### src/rtl/fetch_buffer.sv
// fetch_buffer: 2-wide instruction queue between the imem response port and decode.
// Each fetch bundle enqueues one or two instructions with their PCs. Decode sees the
// two oldest entries and consumes 0, 1 or 2 of them per cycle. Flush empties the queue.
module fetch_buffer #(
  parameter int DEPTH = 8,
  parameter int XLEN  = 32
) (
  input  logic                     clk,
  input  logic                     rst,
  input  logic                     flush,
  input  logic                     imem_rec_val,
  output logic                     imem_rec_rdy,
  input  logic [XLEN-1:0]          imem_rec_pc,
  input  logic [XLEN-1:0]          imem_rec_inst0,
  input  logic [XLEN-1:0]          imem_rec_inst1,
  output logic                     dec_val0,
  output logic                     dec_val1,
  output logic [XLEN-1:0]          dec_inst0,
  output logic [XLEN-1:0]          dec_inst1,
  output logic [XLEN-1:0]          dec_pc0,
  output logic [XLEN-1:0]          dec_pc1,
  input  logic [1:0]               dec_pop,
  output logic [$clog2(DEPTH):0]   count
);

  localparam int PW = $clog2(DEPTH);
  localparam int CW = PW + 1;

  logic [XLEN-1:0] r_inst [DEPTH];
  logic [XLEN-1:0] r_pc   [DEPTH];
  logic [PW-1:0]   r_head;
  logic [PW-1:0]   r_tail;
  logic [CW-1:0]   r_count;

  logic            w_push;
  logic [1:0]      w_n_push;
  logic [1:0]      w_pop_req;
  logic [1:0]      w_n_pop;
  logic [PW-1:0]   w_head1;
  logic [PW-1:0]   w_tail1;
  logic [XLEN-1:0] w_slot0_pc;
  logic [XLEN-1:0] w_slot1_pc;
  logic            w_unused;

  // The two low PC bits are always zero for 4-byte instructions.
  assign w_unused = ^imem_rec_pc[1:0];

  // Ready depends only on registered occupancy, so there is no path from dec_pop or
  // imem_rec_val back to fetch; a bundle arriving with the buffer too full is dropped.
  assign imem_rec_rdy = (r_count <= CW'(DEPTH - 2));
  assign w_push       = imem_rec_val && imem_rec_rdy && !flush;
  assign w_n_push     = !w_push ? 2'd0 : (imem_rec_pc[2] ? 2'd1 : 2'd2);

  assign w_slot0_pc = {imem_rec_pc[XLEN-1:3], 3'b000};
  assign w_slot1_pc = {imem_rec_pc[XLEN-1:3], 3'b100};
  assign w_head1    = r_head + PW'(1);
  assign w_tail1    = r_tail + PW'(1);

  // Pop amount: request of 3 saturates to 2, clipped to occupancy, and ignored on flush.
  always_comb begin
    // NOTE: every always_comb output gets a default first so no path infers a latch.
    w_pop_req = dec_pop;
    if (dec_pop == 2'd3) w_pop_req = 2'd2;
    w_n_pop = w_pop_req;
    if (CW'(w_pop_req) > r_count) w_n_pop = r_count[1:0];
    if (flush) w_n_pop = 2'd0;
  end

  // Storage write: slot0 goes to tail, slot1 to tail+1 (wrapping), or slot1 alone to tail.
  // NOTE: the array is deliberately not reset; entries are only read when count says valid.
  always_ff @(posedge clk) begin
    if (w_push) begin
      if (imem_rec_pc[2]) begin
        r_inst[r_tail] <= imem_rec_inst1;
        r_pc[r_tail]   <= w_slot1_pc;
      end else begin
        r_inst[r_tail]  <= imem_rec_inst0;
        r_pc[r_tail]    <= w_slot0_pc;
        r_inst[w_tail1] <= imem_rec_inst1;
        r_pc[w_tail1]   <= w_slot1_pc;
      end
    end
  end

  // Pointer and occupancy update; reset and flush both empty the queue.
  always_ff @(posedge clk) begin
    // NOTE: sequential state uses non-blocking assignments so all registers see pre-edge values.
    if (rst || flush) begin
      r_head  <= '0;
      r_tail  <= '0;
      r_count <= '0;
    end else begin
      r_head  <= r_head + PW'(w_n_pop);
      r_tail  <= r_tail + PW'(w_n_push);
      r_count <= r_count + CW'(w_n_push) - CW'(w_n_pop);
    end
  end

  assign count     = r_count;
  assign dec_val0  = (r_count >= CW'(1));
  assign dec_val1  = (r_count >= CW'(2));
  assign dec_inst0 = dec_val0 ? r_inst[r_head]  : '0;
  assign dec_pc0   = dec_val0 ? r_pc[r_head]    : '0;
  assign dec_inst1 = dec_val1 ? r_inst[w_head1] : '0;
  assign dec_pc1   = dec_val1 ? r_pc[w_head1]   : '0;

endmodule

### config.mk
export PLATFORM = sky130hd
export DESIGN_NAME = fetch_buffer
export DESIGN_NICKNAME = d
export VERILOG_FILES = /design/src/rtl/fetch_buffer.sv
export SDC_FILE = /design/constraint.sdc
export NUM_CORES = 1
export LEC_CHECK = 0
export CAP_MARGIN = 20
export CORE_MARGIN = 5
export CORE_UTILIZATION = 30
export CTS_CLUSTER_SIZE = 16
export DETAILED_ROUTE_END_ITERATION = 10
export HOLD_SLACK_MARGIN = 0.08
export REMOVE_ABC_BUFFERS = 1
export SLEW_MARGIN = 20
export SYNTH_ARGS = -nofsm -noshare
export SYNTH_HDL_FRONTEND = slang
export SYNTH_SLANG_ARGS = --single-unit
export TNS_END_PERCENT = 1
### constraint.sdc
create_clock -name clk -period 5.2 [get_ports clk]
set_input_delay 1.56 -clock clk [delete_from_list [all_inputs] [get_ports clk]]
set_output_delay 1.56 -clock clk [all_outputs]
set_load 0.01 [all_outputs]
# After elaboration in Yosys (flattened, before gate mapping)

Memory sizes are Yosys's and may differ from the RTL's. A register that Yosys moved wholly into a read port is not among the register bits.
Index checks and enable logic that the tools add are counted.

Register bits: 10
Bits in writable memories: 496
Bits of input ports: 102
Output and inout bits: 135
Word-level logic and storage cells: 41
Memories: 2

Add/sub/neg operators: 6
$lt $le $gt $ge: 4
Equal/unequal tests: 1
Muxes and demuxes: 19
Bitwise operators: 2
Reductions and logical operators: 4

Memories:

| memory | words | bits a word | rd ports | clocked after Yosys merged registers in | write ports | line | text |
|---|---|---|---|---|---|---|---|
| r_inst | 8     | 32          | 2        | 1                                       | 2           | 29   | `logic [XLEN-1:0] r_inst [DEPTH];` |
| r_pc   | 8     | 30          | 2        | 1                                       | 2           | 30   | `logic [XLEN-1:0] r_pc [DEPTH];` |

Operator list:

| operator                                                               | count |
|---|---|
| 32-bit two-way mux                                                     | 5 |
| 30-bit two-way mux                                                     | 1 |
| 2-bit two-way mux                                                      | 5 |
| 3-bit by 1-bit adder with 3-bit output (second input constant)         | 2 |
| 3-bit by 2-bit adder with 3-bit output                                 | 2 |
| 1-bit two-way mux                                                      | 6 |
| 3-bit two-way mux                                                      | 2 |
| 4-bit by 2-bit adder with 4-bit output                                 | 1 |
| 4-bit by 1-bit >= comparator with 1-bit output (second input constant) | 1 |
| 4-bit by 2-bit >= comparator with 1-bit output (second input constant) | 1 |
| 2-bit by 4-bit > comparator with 1-bit output                          | 1 |
| 4-bit by 3-bit <= comparator with 1-bit output (second input constant) | 1 |
| 4-bit by 2-bit subtractor with 4-bit output                            | 1 |
| 2-bit == test (second input constant)                                  | 1 |
| 1-bit logical AND                                                      | 2 |
| 1-bit bitwise OR                                                       | 2 |
| 1-bit logical NOT                                                      | 1 |
| 1-bit logical OR                                                       | 1 |

# Depth between registers and ports, before layout

Depth in word-level cells: 7
Gate-level depth with buffers: 15
Gate-level depth less buffers: 13

# Worst setup path after synthesis

OpenSTA, ideal clock, no wires.

Path kind: input to register
Start point: input port imem_rec_pc[2]
End point: memory r_inst[3][0], enable pin
Setup time: 0.480 ns
Arrival: 5.128 ns
Data required time: 4.720 ns
Path slack: -0.408 ns
Cell stages on the path: 6
Path buffers: 2
Cells stage by stage: buf_2 nand2b_1 nor3_1 a21oi_1 clkbuf_1 nor2_1

RTL lines:

| what        | line | text |
|---|---|---|
| from (decl) | 13   | `input logic [XLEN-1:0] imem_rec_pc,` |
| to (decl)   | 29   |  |

# Worst setup path after layout

Start point: register r_head[0]
End point: output port dec_inst1[18]

Cells in the longest elaborated chain, start to end: 3

Ends and longest elaborated chain:

| what                                   | line | text |
|---|---|---|
| from (decl)                            | 31   | `logic [PW-1:0] r_head;` |
| from (signal assigned)                 | 93   | `r_head <= r_head + PW'(w_n_pop);` |
| 3-bit by 1-bit adder with 3-bit output | 56   | `assign w_head1 = r_head + PW'(1);` |
| memory 8 x 32 bit                      | --   |  |
| 32-bit two-way mux                     | 104  | `assign dec_inst1 = dec_val1 ? r_inst[w_head1] : '0;` |
| to (decl)                              | 19   | `output logic [XLEN-1:0] dec_inst1,` |

Every way passes these cells.

==> impl_metrics.csv <==
group,metric,value,unit
status,status,"completed",
timing,tns,0,ns
clock_tree,root_buffer,"clkbuf_16",
timing,timing.fmax,202,MHz
place,port_buffers,230,
worst_setup_path,path_class,"flip-flop to output port",
floorplan,die_h,315,um
synthesis,ys_warn_count,0,
global_route,antenna_found_initial,15,
route,drc,0,
power,p_switching,0.00329,W
power,ir_drop,0.262,mV
timing,max-slew-margin-rel,0.449,
timing,layout_min_cycle_time,4.95,ns
worst_setup_path,worstSetupEndpointType,"output port",
clock_tree,htree_levels,2,
power,p_clk_frac,0.343,
worst_setup_path,worstSetupStartpoint,"r_head[0]",
timing,tightest_slew,0.826,ns
cells_and_area,fin_nets,2202,
power,cellLeakagePower,10.2,nW
timing,holdWs,0.569,ns
global_route,grt_pass1_vias,19700,
route,vias,18100,
synthesis,async_flop_share,0,
global_route,grt_usage,0.179,
timing,setup_slack,0.254,ns
power,p_int,0.00816,W
worst_setup_path,worstPathRequired,3.64,ns
floorplan,die_width,315,um
floorplan,core,0.0919,mm^2
synthesis,synth_enable_flop_cells,488,
worst_setup_path,r2r_cells,6,
place,pre_cts_ws,0.546,ns
synthesis,post-synth-top-count-cell,"edfxtp_1",
timing,timing.final.crit_share,0.951,
clock_tree,insertion_delay,0.63,ns
global_route,grt_pass1_wl,131,mm
clock_tree,cts_resized,0,
synthesis,synth_top_area_share,0.526,
worst_setup_path,r2r_slack,1.86,ns
worst_setup_path,cp.arrival,3.39,ns
synthesis,synth.distinct_cells,46,
clock_tree,postCtsHoldBufs,0,
route,routedWlPerCell,26.9,um
synthesis,avgSynthCellArea,14.8,um^2
worst_hold_path,min_to,"r_pc[4][0]",
power,pwr-share-seq,0.406,
synthesis,syn-instance-count,1879,
timing,clock_skew,0.0289,ns
place,dpl_cell_area,0.0320,mm^2
synthesis,ys_ff_latch,506,
clock_tree,cts_sinks,506,
clock_tree,numCtsBuffers,58,
timing,hold_viol,0,
floorplan,start_util,0.303,
power,power,0.0115,W
place,dp_hpwl,52.6,mm
job,max-cap-violations,0,
timing,grt_setup_unrepaired,"false",
global_route,grt_overflow_total,0,
floorplan,row_count,111,
clock_tree,clkTransAtPathRegs,0.06,ns
clock_tree,cts_tree,"done",
worst_setup_path,critical_path.max_fanout,18,
worst_hold_path,holdCritStartpoint,"r_pc[4][0]",
route,first_pass_iters,5,
power,comb_power_share,0.250,
timing,drv_slew,0,
global_route,grt_max_degree,86,
cells_and_area,drive_above_1_share,0.311,
floorplan,design.portCount,237,
power,power_switching_share,0.288,
clock_tree,cts_setup_buffers,0,
cells_and_area,synthToLayoutAreaGrowth,21.4,%
synthesis,yosys.area.top_type,"edfxtp_1",
cells_and_area,final_area,0.0338,mm^2
timing,setup_violations,0,
worst_setup_path,r2r-end,"r_inst[4][29]",
route,ant_nets,0,
route,initialDrtViolationCount,1281,
worst_hold_path,hold_path_depth,2,
place,gp_congestion,0.741,
synthesis,ys_top_cells_by_count,"edfxtp_1, nor2_1, mux4_2, mux2_2, nand2_1",
synthesis,ys_top_cells_by_area,"edfxtp_1, mux4_2, mux2_2",
worst_setup_path,cp-start-kind,"flip-flop",
synthesis,synthFlopType,"edfxtp_1",
synthesis,synth_seq_area_share,0.538,
synthesis,syn-cell-area,0.0279,mm^2
route,wl,90.8,mm
worst_hold_path,hp-class,"flip-flop to flip-flop",
floorplan,dieArea,0.0991,mm^2
route,drt-vias-per-instance,5.36,
power,powerDensity,338,mW/mm^2
clock_tree,cts.path.max_buffers,3,
worst_setup_path,r2r-start,"r_tail[1]",
[area by class of cell]
cell class	count	area (um^2)
inverter	10	37.5
fill	8735	58100
sequential	506	15000
clock buffer	70	1520
timing repair buffer	295	3050
clock inverter	38	289
tap	1243	1560
antenna	5	12.5
multi-input combinational	1212	12300
[critical path, stage by stage (launching register included)]
cell             delay (ns)
dfxtp_4                0.42
ha_4                   0.19
xor2_4                 0.51
buf_4                  0.44
nand2_1                0.11
a21oi_1                0.44
clkdlybuf4s50_1        0.64
[metal layers]
| layer | share of wire | track usage | vias to the layer above |
|---|---|---|---|
| li1 | - | - | 7712 |
| met1 | 0.39 | 0.223 | 9509 |
| met2 | 0.51 | 0.312 | 674 |
| met3 | 0.074 | 0.0400 | 183 |
| met4 | 0.026 | 0.0496 | 18 |
| met5 | 0.0013 | 0 | - |
[placed cells by master, fill, tap and decap left out, drive strengths merged, types with 5 or more instances in the layout]
master,n
nor2b,6
clkdlybuf4s50,230
a31oi,5
inv,10
dfxtp,18
mux2i,67
and2,10
clkbuf,70
a21oi,78
a21o,5
nor3,11
mux4,248
o21ai,6
xnor2,6
edfxtp,488
nand2,157
nor2,313
buf,65
clkinv,33
mux2,257
ha,13
diode,5
[cells by family after synthesis]
logic type / after synthesis / share of synthesized area
AOI/OAI and AO/OA: 104 / 0.0216
xor gates and xnor gates: 8 / 0.00305
adders and majority gates: 17 / 0.00871
buffers and inverters: 164 / 0.0282
DFF: 506 / 0.538
muxes: 572 / 0.328
other: 1 / 0.000134
and+or+nand+nor: 507 / 0.0717
[worst max path at each step]
stage | end | cells past startpoint | slack, ns
global route | dec_inst1[11] | 6 | 0.14
floorplan | dec_inst1[0] | 4 | -8.20
finish | dec_inst1[18] | 6 | 0.25
detailed placement | count[3] | 12 | 0.55
global placement | count[3] | 13 | 0.46
CTS | dec_inst1[18] | 6 | 0.18
[metrics by stage]
step                      cells   util
final                      3379  0.368
after global routing       3374  0.368
after CTS                  3374  0.368
after detailed placement   3266  0.348
after global placement     3266  0.348
after floorplan            1728      -
[flip-flops by register name, summed over array words and instances, names as in the netlist]
| signal | count |
|---|---|
| count | 4 |
| r_head | 3 |
| r_inst | 256 |
| r_pc | 240 |
| r_tail | 3 |
[power groups by stage]
stage / clock (W) / sequential, W / combinational [W]
4_1_cts: 0.00401 / 0.00465 / 0.00293
5_1_grt: 0.00418 / 0.00466 / 0.00306
6_report: 0.00393 / 0.00465 / 0.00287
2_1_floorplan: 0 / 0.00478 / 0.00138
3_3_place_gp: 0 / 0.00473 / 0.00290
3_5_place_dp: 0 / 0.00474 / 0.00291
No activity file was read; power rests on OpenSTA's default activity.
